<file path="config.mk">
export PLATFORM = sky130hd
export DESIGN_NAME = pc_sequencer
export DESIGN_NICKNAME = d
export VERILOG_FILES = /design/src/rtl/pc_pkg.sv /design/src/rtl/pc_sequencer_ret_stack.sv /design/src/rtl/pc_sequencer.sv
export SDC_FILE = /design/constraint.sdc
export NUM_CORES = 1
export LEC_CHECK = 0
export ABC_AREA = 1
export CAP_MARGIN = 0
export CORE_MARGIN = 2
export CORE_UTILIZATION = 57
export CTS_CLUSTER_DIAMETER = 60
export DETAILED_ROUTE_END_ITERATION = 7
export MAX_ROUTING_LAYER = met4
export PLACE_DENSITY_LB_ADDON = 0.05
export SLEW_MARGIN = 20
export SYNTH_ARGS = -nofsm -noshare
export SYNTH_HDL_FRONTEND = slang
export SYNTH_SLANG_ARGS = --single-unit
</file>
<file path="constraint.sdc">
create_clock -name clk -period 3.65 [get_ports clk]
set_input_delay 0.73 -clock clk [delete_from_list [all_inputs] [get_ports clk]]
set_output_delay 0.73 -clock clk [all_outputs]
set_load 0.01 [all_outputs]
</file>
<file path="src/rtl/pc_pkg.sv">
// Shared definitions for the program-counter sequencer: next-pc select
// encoding and the stack-pointer width helpers.
package pc_pkg;

   typedef enum logic [2:0] {
      NPC_HOLD,
      NPC_INC,
      NPC_JUMP,
      NPC_CALL,
      NPC_RET
   } npc_sel_e;

   // sp must represent 0..depth inclusive, hence depth+1 states.
   function automatic int sp_width(input int depth);
      return $clog2(depth + 1);
   endfunction

   function automatic int idx_width(input int depth);
      return (depth > 1) ? $clog2(depth) : 1;
   endfunction

endpackage

</file>
<file path="src/rtl/pc_sequencer_ret_stack.sv">
// Return-address LIFO. The caller only asserts push/pop when legal, so no
// overflow/underflow detection lives here.
module ret_stack
   import pc_pkg::*;
#(
   parameter int ADDR_W      = 5,
   parameter int STACK_DEPTH = 4,
   parameter int SP_W        = sp_width(STACK_DEPTH)
) (
   input  logic              clk,
   input  logic              rstn,
   input  logic              push,
   input  logic              pop,
   input  logic [ADDR_W-1:0] wdata,
   output logic [ADDR_W-1:0] rdata,
   output logic [SP_W-1:0]   sp,
   output logic              empty,
   output logic              full
);

   localparam int              IDX_W    = idx_width(STACK_DEPTH);
   localparam logic [SP_W-1:0] SP_ONE   = SP_W'(1);
   localparam logic [SP_W-1:0] SP_DEPTH = SP_W'(STACK_DEPTH);

   logic [ADDR_W-1:0] r_mem [STACK_DEPTH];
   logic [SP_W-1:0]   r_sp;
   logic [IDX_W-1:0]  w_wr_idx;
   logic [IDX_W-1:0]  w_rd_idx;

   assign w_wr_idx = IDX_W'(r_sp);
   assign w_rd_idx = IDX_W'(r_sp - SP_ONE);

   always_ff @(posedge clk or negedge rstn) begin
      if (!rstn) begin
         r_sp <= '0;
      end else if (push) begin
         r_sp <= r_sp + SP_ONE;
      end else if (pop) begin
         r_sp <= r_sp - SP_ONE;
      end
   end

   // NOTE: storage is deliberately left out of reset; sp alone defines
   // which entries are valid, and an unreset array maps onto plain RAM/flops.
   always_ff @(posedge clk) begin
      if (push) begin
         r_mem[w_wr_idx] <= wdata;
      end
   end

   assign rdata = r_mem[w_rd_idx];
   assign sp    = r_sp;
   assign empty = (r_sp == '0);
   assign full  = (r_sp == SP_DEPTH);

endmodule

</file>
<file path="src/rtl/pc_sequencer.sv">
// Program-counter sequencer: increment, jump with link, call/return via an
// internal return stack, stall, and a start bubble after reset.
module pc_sequencer
   import pc_pkg::*;
#(
   parameter int                ADDR_W      = 5,
   parameter int                STACK_DEPTH = 4,
   parameter logic [ADDR_W-1:0] RESET_ADDR  = '0,
   localparam int               SP_W        = sp_width(STACK_DEPTH)
) (
   input  logic              clk,
   input  logic              rstn,
   input  logic              stall,
   input  logic              jump,
   input  logic              call,
   input  logic              ret,
   input  logic [ADDR_W-1:0] target,
   input  logic              err_clr,
   output logic [ADDR_W-1:0] pc,
   output logic [ADDR_W-1:0] link,
   output logic [SP_W-1:0]   sp,
   output logic              stack_empty,
   output logic              stack_full,
   output logic              stk_err
);

   logic [ADDR_W-1:0] r_pc;
   logic [ADDR_W-1:0] r_link;
   logic              r_started;
   logic              r_err;

   npc_sel_e          w_sel;
   logic              w_push;
   logic              w_pop;
   logic              w_err_set;
   logic [ADDR_W-1:0] w_pc_inc;
   logic [ADDR_W-1:0] w_top;
   logic              w_empty;
   logic              w_full;

   assign w_pc_inc = r_pc + ADDR_W'(1);

   // Priority: stall > ret > call > jump > increment.
   always_comb begin
      // NOTE: every output of this block gets a default before any branch so
      // no path leaves a signal unassigned and no latch is inferred.
      w_sel     = NPC_HOLD;
      w_push    = 1'b0;
      w_pop     = 1'b0;
      w_err_set = 1'b0;
      if (!stall) begin
         if (ret) begin
            if (w_empty) begin
               w_err_set = 1'b1;
            end else begin
               w_sel = NPC_RET;
               w_pop = 1'b1;
            end
         end else if (call) begin
            if (w_full) begin
               w_err_set = 1'b1;
            end else begin
               w_sel  = NPC_CALL;
               w_push = 1'b1;
            end
         end else if (jump) begin
            w_sel = NPC_JUMP;
         end else if (r_started) begin
            w_sel = NPC_INC;
         end
      end
   end

   // NOTE: state is updated with non-blocking assignments so every register
   // samples pre-edge values (link captures the old pc, not the new one).
   always_ff @(posedge clk or negedge rstn) begin
      if (!rstn) begin
         r_pc      <= RESET_ADDR;
         r_link    <= '0;
         r_started <= 1'b0;
         r_err     <= 1'b0;
      end else begin
         if (!stall) begin
            r_started <= 1'b1;
         end
         case (w_sel)
            NPC_INC: r_pc <= w_pc_inc;
            NPC_JUMP, NPC_CALL: begin
               r_pc   <= target;
               r_link <= r_pc;
            end
            NPC_RET: r_pc <= w_top;
            default: ;
         endcase
         if (w_err_set) begin
            r_err <= 1'b1;
         end else if (err_clr) begin
            r_err <= 1'b0;
         end
      end
   end

   ret_stack #(
      .ADDR_W      (ADDR_W),
      .STACK_DEPTH (STACK_DEPTH),
      .SP_W        (SP_W)
   ) u_stack (
      .clk   (clk),
      .rstn  (rstn),
      .push  (w_push),
      .pop   (w_pop),
      .wdata (w_pc_inc),
      .rdata (w_top),
      .sp    (sp),
      .empty (w_empty),
      .full  (w_full)
   );

   assign pc          = r_pc;
   assign link        = r_link;
   assign stack_empty = w_empty;
   assign stack_full  = w_full;
   assign stk_err     = r_err;

endmodule

</file>
==> impl_metrics.py <==
metrics = {
    "layout": {
        "layout_cells_sized_above_1_pct": 7.76,
        "finish.cell_count_without_fillers": 276,
        "num-nets-final": 249,
        "final_cell_area_um2": 2150,
        "synthToLayoutAreaGrowth_pct": 19.6,
        "antenna_cells_inserted": 0,
    },
    "pwr": {
        "irDropWorstVdd_uv": 417,
        "net-switching-power_uw": 675,
        "power.density_nw_per_um2": 756,
        "netSwitchingFraction_pct": 41.6,
        "totalPowerFinal_uw": 1620,
        "p_leak_uw": 0.00101,
        "combinationalPowerShare_pct": 47.3,
        "share_clk_of_total_power_pct": 12.4,
        "cellInternalPower_uw": 949,
        "seq_power_share_pct": 40.4,
    },
    "floorplanning": {
        "die_width_um": 60.1,
        "core-area_um2": 3030,
        "floorplan.die.height_um": 60.1,
        "ios": 28,
        "design.die.area_um2": 3620,
        "std_cell_rows": 20,
        "initial_utilization_pct": 59.3,
    },
    "sta": {
        "finalCriticalPeriod_ps": 3100,
        "timing.fmax_mhz": 323,
        "worst_pin_slew_ps": 1040,
        "period_share_pct": 84.9,
        "report.final.hold_viol_count": 0,
        "fin_ws_ps": 550,
        "max_slew_margin_pct": 30.2,
        "worst_clock_skew_ps": 7.88,
        "rsz0062_at_grt": "no",
        "setup_viol_count_final": 0,
        "slew_violations": 0,
        "fin_tns_setup_ps": 0,
    },
    "synth": {
        "synth_edf_count": 20,
        "synth.cell_area_um2": 1800,
        "post-synth-top-area-fraction_pct": 33.4,
        "ys_top_cells_by_area": "edfxtp_1, dfrtp_1, nand2_1",
        "yosysMostFrequentCell": "nand2_1",
        "count_of_warnings_emitted_by_yosys": 0,
        "synth.lib_cells_used.distinct": 23,
        "ys_seq_area_share_pct": 54.3,
        "post_synth.cell_area_avg_um2": 8.94,
        "list_of_most_frequent_post_synthesis_cells": "nand2_1, inv_1, nand3_1",
        "post_synth_inst_count": 201,
        "synth_top_flop_cell": "edfxtp_1",
        "net_count_of_the_mapped_netlist": 219,
        "ys_ff_latch": 35,
        "library_cell_occupying_the_most_area_in_the_post_synthesis_netlist": "edfxtp_1",
        "postSynth.asyncResetShare_pct": 42.9,
    },
    "grt": {
        "grtUsageTotal_pct": 25.5,
        "grt_first_pass_wirelength_mm": 6.35,
        "maximum_number_of_pins_on_one_net_before_global_route_repair": 16,
        "grt_overflow_total": 0,
        "vias_in_the_first_global_route": 1438,
        "grt_antenna_before_repair": 0,
    },
    "critical_path": {
        "r2r.worst_path.cells": 4,
        "max_fo_critical_path": 15,
        "worstSetupEndpointType": "output pin",
        "timing.reg2reg.setup_slack_ps": 1100,
        "critical_path_class": "register to output pin",
        "cp.required_ps": 2920,
        "reg2reg_from": "u_stack.sp[0]$_DFFE_PN0P_",
        "critical_path.reg2reg.endpoint": "u_stack.r_mem[0][4]$_DFFE_PP_",
        "start_kind": "register",
        "data_arrival_time_of_the_worst_path_ps": 2370,
    },
    "route": {
        "drtPass1Iterations": 4,
        "detail-route-antenna-nets": 0,
        "detail_route.iter0.violations": 62,
        "wl_met2_mm": 2.01,
        "via_density_per_instance": 5.17,
        "wl_per_cell_um": 13.9,
        "detailroute.wirelength.met3_um": 175,
        "detail_route.drc_violations": 0,
        "routed.top_layer": "met4",
        "via_count": 1428,
        "drt-total-wl_mm": 3.85,
        "detail_route.wirelength.met1_mm": 1.62,
    },
    "worst_hold_path": {
        "worstHoldPathCells": 1,
        "min_from": "r_started$_DFFE_PN0N_",
        "holdCritPathClass": "register to register",
        "hold_path_end": "r_started$_DFFE_PN0N_",
    },
    "placed_design": {
        "place_area_um2": 2100,
        "buffer_ports.inserted": 27,
        "dp_hpwl_mm": 2.88,
        "minimum_setup_slack_after_placement_ps": 962,
        "globalplace.congestion": 0.848,
        "dp_cells": 268,
    },
    "cts": {
        "post_cts_resized": 0,
        "ctsHtreeMaxLevel": 2,
        "cts-hold-fix-buffers": 0,
        "cts.sink_count": 35,
        "ctsLongestPathBuffers": 2,
        "cts_tree": "yes",
        "numCtsBuffers": 5,
        "clock-root-buffer": "clkbuf_4",
        "post_cts_buffers": 0,
        "insertion_delay_ps": 340,
        "clk_pin_slew_ps": 100,
    },
    "status": {
        "outcome": "finished, final reports clean",
    },
    "flow_run": {
        "max-cap-violations": 0,
    },
}
## worst max-delay path: stages (launching register included)
cell and delay [ps]:
dfrtp_1 680, inv_1 330, ha_1 340, nand2_1 140
inv_1 70, clkdlybuf4s50_1 470
## sequential cells by signal, indices dropped and copies added (netlist names)
name / cells
stk_err: 1
u_stack.r_mem: 20
u_stack.sp: 3
link: 5
pc: 5
r_started: 1
## metal layers
layer / up-vias / global-route usage (%)
met2: 38 / 41.5
met4: 0 / 8.89
met3: 6 / 6.71
li1: 711 / -
met1: 673 / 30.6
met5: - / -
## power by group through the flow
stage               logic [µW]  registers, µW  clock network (µW)
global route               845            671                 224
detailed placement         763            661                   0
CTS                        768            653                 211
global placement           754            653                   0
finish                     768            656                 201
floorplan                  433            658                   0
## cell families (layout without fill, tap and decap cells)
family          Yosys count  after routing  synth area share (%)
mux                       2              2                  1.25
compound gates            9              9                  2.58
simple gates            105            105                  27.3
buf+inv                  42             73                  9.40
fa+ha+maj                 6              6                  4.18
flops                    35             35                  54.3
xor+xnor                  2              2                 0.975
## how the worst max path moves through the flow
| stage | from | endpoint | slack [ps] | cells past startpoint |
|---|---|---|---|---|
| 2_1_floorplan | u_stack.sp[0]$_DFFE_PN0P_ | u_stack.r_mem[0][0]$_DFFE_PP_ | 1690 | 5 |
| 3_3_place_gp | u_stack.sp[0]$_DFFE_PN0P_ | stack_empty | 1040 | 5 |
| 3_5_place_dp | u_stack.sp[0]$_DFFE_PN0P_ | stack_empty | 960 | 5 |
| 4_1_cts | u_stack.sp[0]$_DFFE_PN0P_ | stack_empty | 570 | 5 |
| 5_1_grt | u_stack.sp[0]$_DFFE_PN0P_ | stack_empty | 400 | 5 |
| 6_report | u_stack.sp[0]$_DFFE_PN0P_ | stack_empty | 550 | 5 |
## layout by cell type (no fill, tap or decap), drive strengths merged
| cell | count |
|---|---|
| nor2 | 7 |
| ha | 6 |
| o22ai | 1 |
| or2 | 1 |
| nand4 | 8 |
| nor4 | 1 |
| mux2 | 2 |
| dfrtp | 15 |
| o21ai | 6 |
| a21oi | 2 |
| clkinvlp | 1 |
| clkdlybuf4s50 | 27 |
| nand2 | 57 |
| clkinv | 1 |
| clkbuf | 6 |
| inv | 38 |
| edfxtp | 20 |
| xor2 | 2 |
| nand3 | 31 |
## through the flow
step                util (%)  hold WS [ps]
finish                  71.0           481
global route            71.0           510
CTS                     71.0           487
detailed placement      69.2           462
global placement        69.2           454
floorplan                  -           434
## cell type report
class                   count  area (µm²)
inverters                  38         143
clock inverters             2        12.5
repair buffers             27         270
clock buffers               6        41.3
fillers                   248         878
well taps                  44        55.1
flip-flops and latches     35         976
multi-input cells         124         652
(Power assumes the default switching activity.)
==> RTL edit 1 (same flow settings) <==
Add an input register stage for `target`, without a reset; this delays it by one clock. The other inputs are not delayed to match.
--- a/src/rtl/pc_sequencer.sv
+++ b/src/rtl/pc_sequencer.sv
@@ -23,6 +23,12 @@
    output logic              stack_full,
    output logic              stk_err
 );
+
+   logic [ADDR_W-1:0] target_q;
+
+   always_ff @(posedge clk) begin
+      target_q <= target;
+   end
 
    logic [ADDR_W-1:0] r_pc;
    logic [ADDR_W-1:0] r_link;
@@ -86,7 +92,7 @@
          case (w_sel)
             NPC_INC: r_pc <= w_pc_inc;
             NPC_JUMP, NPC_CALL: begin
-               r_pc   <= target;
+               r_pc   <= target_q;
                r_link <= r_pc;
             end
             NPC_RET: r_pc <= w_top;
Behaviour: not the same (a bounded check fails within 4 cycles, from zero or initial values and one cycle with rstn low).
==> RTL edit 1 against the original RTL <==
- sequential cell count grew 5
- power grew 15%
- non-clock buffer count is the same
- setup slack gained 24 ps
- via count grew 1.8%
- area after synthesis grew 9.1%
- critical endpoint unchanged
- final area grew 9.0%
- critical path depth is the same
- routed wire length grew 3.6%
==> RTL edit 1: results (changes against the original RTL) <==
drt_iter0_markers: 84  # was 62
grt_first_pass_wirelength_um: 6650  # was 6350 um
synth_edf_count: 20  # unchanged
synth.avg_cell_area_sq_um: 9.34  # was 8.94 sq um
grtUsageMet2_pct: 38.8  # was 41.5%
outcome: "finished clean"  # unchanged
synthTopCellsByArea: "edfxtp_1 (31%), dfrtp_1 (19%), nand2_1 (10%)"  # was edfxtp_1 (33%), dfrtp_1 (21%), nand2_1 (11%)
synth.distinct_cells: 26  # was 23
tightest_slew_ps: 946  # was 1040 ps
seq_area_frac_synth_pct: 54.9  # was 54.3%
antenna_found_initial: 0  # unchanged
use_met1_pct: 26.8  # was 30.6%
clock_skew_ps: 17.3  # was 7.88 ps
gp_congestion: 0.831  # was 0.848
ir_drop_mv: 0.635  # was 0.417 mV
route.vias.total: 1453  # was 1428
synth_common_cells: "nand2_1 (53), inv_1 (35), edfxtp_1 (20), nor2_1 (20), dfrtp_1 (15)"  # was nand2_1 (55), inv_1 (37), nand3_1 (27), edfxtp_1 (20), dfrtp_1 (15)
fin_nets: 258  # was 249
met3_usage_pct: 4.86  # was 6.71%
crit_arrival_ps: 2350  # was 2370 ps
clk_pin_slew_ps: 130  # was 100 ps
regMostFlops: "u_stack.r_mem"  # unchanged
drive_gt1_share_pct: 10.4  # was 7.76%
n_fill_cell: 281  # was 248
worst_hold_path_type: "flip-flop to flip-flop"  # unchanged
leakage_uw: 0.00108  # was 0.00101 uW
syn_nets: 228  # was 219
hpwl_um: 3010  # was 2880 um
async_flop_share_pct: 37.5  # was 42.9%
worstPathMaxFanout: 15  # unchanged
grt_util_all_layers_pct: 23.1  # was 25.5%
cts_root_buffer: "clkbuf_4"  # unchanged
placed_cells: 279  # was 268
routed_wl_um: 3990  # was 3850 um
cts_htree_levels: 2  # unchanged
post_drt_via_cell_ratio: 5.06  # was 5.17
## RTL edit 1: final cells by class
class	instances	share of cell area, %
timing repair buffer	27	11.5
clock buffer	5	1.60
inverter	37	5.93
clock inverter	3	1.98
multi-input combinational	129	30.6
tap	46	2.46
sequential	40	45.9
## RTL edit 1: kinds of logic after synthesis
group	after synthesis	share of synthesized area [%]
compound gates	9	2.36
simple gates	108	27.4
xor+xnor	4	1.79
fa+ha+maj	6	3.83
flops	40	54.9
mux	2	1.15
buf+inv	41	8.62
## RTL edit 1: worst max-delay path: stages (launching register included)
cell	delay, ps
dfrtp_1	660
inv_1	320
ha_1	340
nand2_2	140
inv_1	60
clkdlybuf4s50_1	470
## RTL edit 1: through the flow
step / util [%] / total power (uW) / worst slack [ps] / instance area [sq um] / hold WS [ps]
floorplan: - / 1240 / 1680 / 1960 / 434
global placement: 68.2 / 1550 / 1070 / 2260 / 461
detailed placement: 68.2 / 1570 / 993 / 2260 / 466
CTS: 70.7 / 1880 / 577 / 2340 / 494
global route: 70.7 / 2010 / 410 / 2340 / 513
finish: 70.7 / 1870 / 574 / 2340 / 486
## RTL edit 1: path summary, 6_finish.rpt
kind	end	slack, ps	cells after the start
max in group asynchronous	r_started$_DFFE_PN0N_	2380	1
min in group asynchronous	u_stack.sp[0]$_DFFE_PN0P_	790	1
worst max register to register	u_stack.r_mem[0][0]$_DFFE_PP_	1190	4
worst max-delay path	stack_empty	570	5
worst min register to register	r_started$_DFFE_PN0N_	490	1
worst min-delay path	r_started$_DFFE_PN0N_	490	1
## RTL edit 1: per-layer routing
layer | share of wire [%] | wire length, um
met3 | 3.3 | 132
met5 | 0 | 0
met4 | 3.3 | 130
met1 | 43 | 1700
met2 | 51 | 2030
## RTL edit 1: where the power goes
group	leakage, uW	total (uW)	switching, uW	internal [uW]
Clock	0.0000418	295	149	146
Combinational	0.000642	842	483	359
Sequential	0.000397	731	108	623
==> RTL edit 2 (same settings) <==
Without the edit above. `ADDR_W` is set to 5 in 2 places; all go to 6.
--- a/src/rtl/pc_sequencer_ret_stack.sv
+++ b/src/rtl/pc_sequencer_ret_stack.sv
@@ -3,7 +3,7 @@
 module ret_stack
    import pc_pkg::*;
 #(
-   parameter int ADDR_W      = 5,
+   parameter int ADDR_W      = 6,
    parameter int STACK_DEPTH = 4,
    parameter int SP_W        = sp_width(STACK_DEPTH)
 ) (
--- a/src/rtl/pc_sequencer.sv
+++ b/src/rtl/pc_sequencer.sv
@@ -3,7 +3,7 @@
 module pc_sequencer
    import pc_pkg::*;
 #(
-   parameter int                ADDR_W      = 5,
+   parameter int                ADDR_W      = 6,
    parameter int                STACK_DEPTH = 4,
    parameter logic [ADDR_W-1:0] RESET_ADDR  = '0,
    localparam int               SP_W        = sp_width(STACK_DEPTH)
Interface: changed (resized link, pc and target); port bits go from 28 to 31. The function was not compared with the original's and may differ.
==> RTL edit 2 against the original RTL <==
- non-clock buffer count grew 3
- setup slack lost 20 ps
- sequential cell count grew 6
- routed wire length grew 16%
- area after synthesis grew 19%
- fmax shrank 0.63%
- power grew 29%
- final area grew 21%
- critical path type unchanged
- critical endpoint is now stack_full
- largest cell class unchanged
- largest power group unchanged
- highest routed layer unchanged
==> RTL edit 2: results (changes against the original RTL) <==
clk_pin_slew_ps: 80  # was 100 ps
cts_root_buffer: "clkbuf_8"  # was clkbuf_4
regMostFlops: "u_stack.r_mem"  # unchanged
portBuffers: 30  # was 27
post-cts-setup-buffer-count: 0  # unchanged
r2r-end: "u_stack.r_mem[2][2]$_DFFE_PP_"  # was u_stack.r_mem[0][4]$_DFFE_PP_
syn_nets: 261  # was 219
antenna_found_initial: 0  # unchanged
route.vias.total: 1609  # was 1428
cts_resized: 0  # unchanged
leakage_uw: 0.00123  # was 0.00101 uW
synth.distinct_cells: 26  # was 23
synthTopCellsByArea: "edfxtp_1 (34%), dfrtp_1 (20%), nand2_1 (13%)"  # was edfxtp_1 (33%), dfrtp_1 (21%), nand2_1 (11%)
fin_nets: 292  # was 249
rr_worst_depth: 5  # was 4
r2r-start: "u_stack.sp[0]$_DFFE_PN0P_"  # unchanged
routed_wl_um: 4480  # was 3850 um
dr.pass1.iters: 4  # unchanged
worst_hold_path_type: "flip-flop to flip-flop"  # unchanged
async_flop_share_pct: 41.5  # was 42.9%
cp-endpoint: "stack_full"  # was stack_empty
synth_top_area_share_pct: 33.6  # was 33.4%
grt_util_all_layers_pct: 24.9  # was 25.5%
outcome: "finished clean"  # unchanged
pre_cts_ws_ps: 855  # was 962 ps
clock_skew_ps: 5.18  # was 7.88 ps
synth_top_flop_cell: "edfxtp_1"  # unchanged
postSynthCellCount: 242  # was 201
ir_drop_mv: 0.508  # was 0.417 mV
crit_arrival_ps: 2390  # was 2370 ps
cts_buffers: 5  # unchanged
grt_first_pass_wirelength_um: 7470  # was 6350 um
fin_ws_ps: 530  # was 550 ps
placed_cells: 314  # was 268
n_antenna_cell: 0  # unchanged
cts_buffer_depth: 2  # unchanged
hpwl_um: 3250  # was 2880 um
cts_htree_levels: 2  # unchanged
largest_reg_flops: 24  # was 20
grt_max_degree: 19  # was 16
drive_gt1_share_pct: 10.6  # was 7.76%
path_class: "flip-flop to output port"  # unchanged
drt_iter0_markers: 121  # was 62
synth_common_cells: "nand2_1 (76), inv_1 (42), nand3_1 (30), edfxtp_1 (24), dfrtp_1 (17)"  # was nand2_1 (55), inv_1 (37), nand3_1 (27), edfxtp_1 (20), dfrtp_1 (15)
post_drt_via_cell_ratio: 5.00  # was 5.17
worstPathMaxFanout: 17  # was 15
synth_edf_count: 24  # was 20
gp_congestion: 0.862  # was 0.848
clk_latency_ps: 300  # was 340 ps
ys_warn_count: 0  # unchanged
seq_area_frac_synth_pct: 53.4  # was 54.3%
ff2ff_setup_slack_ps: 1170  # was 1100 ps
p_sw_uw: 799  # was 675 uW
relSlewSlack_pct: 45.3  # was 30.2%
==> RTL edit 2: cell types whose count changed in the layout (fill, tap and decap cells not counted), sizes merged, moves of 3 or more <==
cell | before | now
nand4 | 8 | 2
inv | 38 | 47
clkdlybuf4s50 | 27 | 30
edfxtp | 20 | 24
nand2 | 57 | 78
nor2 | 7 | 11
nand3 | 31 | 37
==> RTL edit 2: worst max-delay path, cell delays in order (launching register included) <==
cell and delay (ps):
dfrtp_1 690, inv_1 370, ha_1 360, nand2_1 140
inv_1 60, clkdlybuf4s50_1 470
==> RTL edit 2: layout make-up <==
cell class	count	area, sq um
fill	285	1030
clock buffer	5	68.8
timing repair buffer	30	300
multi-input combinational	149	786
inverter	46	175
clock inverter	3	68.8
sequential	41	1150
tap	48	60.1
==> RTL edit 2: how the worst min path moves through the flow <==
stage,from,endpoint,slack (ps),depth (start not counted)
6_report,link[5]$_DFFE_PN0N_,link[5]$_DFFE_PN0N_,480,2
5_1_grt,link[5]$_DFFE_PN0N_,link[5]$_DFFE_PN0N_,520,2
4_1_cts,link[5]$_DFFE_PN0N_,link[5]$_DFFE_PN0N_,490,2
3_5_place_dp,link[1]$_DFFE_PN0N_,link[1]$_DFFE_PN0N_,470,2
3_3_place_gp,link[5]$_DFFE_PN0N_,link[5]$_DFFE_PN0N_,470,2
2_1_floorplan,rstn,link[0]$_DFFE_PN0N_,430,0
==> RTL edit 2: through the flow <==
stage	utilization (%)	hold WS (ps)	cell area (sq um)
2_1_floorplan	-	434	2150
3_3_place_gp	67.9	466	2470
3_5_place_dp	67.9	467	2470
4_1_cts	71.7	488	2610
5_1_grt	71.7	519	2610
6_report	71.7	485	2610
==> RTL edit 2: routing by layer <==
metal	vias up	track usage (%)	wire, um
met1	732	33.3	2070
met4	0	12.8	162
li1	824	-	-
met3	14	4.79	181
met5	-	-	0
met2	39	36.6	2070
==> RTL edit 2: kinds of logic after synthesis <==
group | synth area share (%)
AOI/OAI and AO/OA | 3.09
xor gates and xnor gates | 1.22
adders and majority gates | 3.50
buffers and inverters | 9.97
DFF | 53.4
and+or+nand+nor | 28.8
==> RTL edit 2: power by group through the flow <==
stage               clock [uW]  sequential [uW]  combinational [uW]
floorplan                    0              770                 525
global placement             0              775                 876
detailed placement           0              773                 884
CTS                        445              767                 891
global route               461              787                 990
finish                     438              769                 884
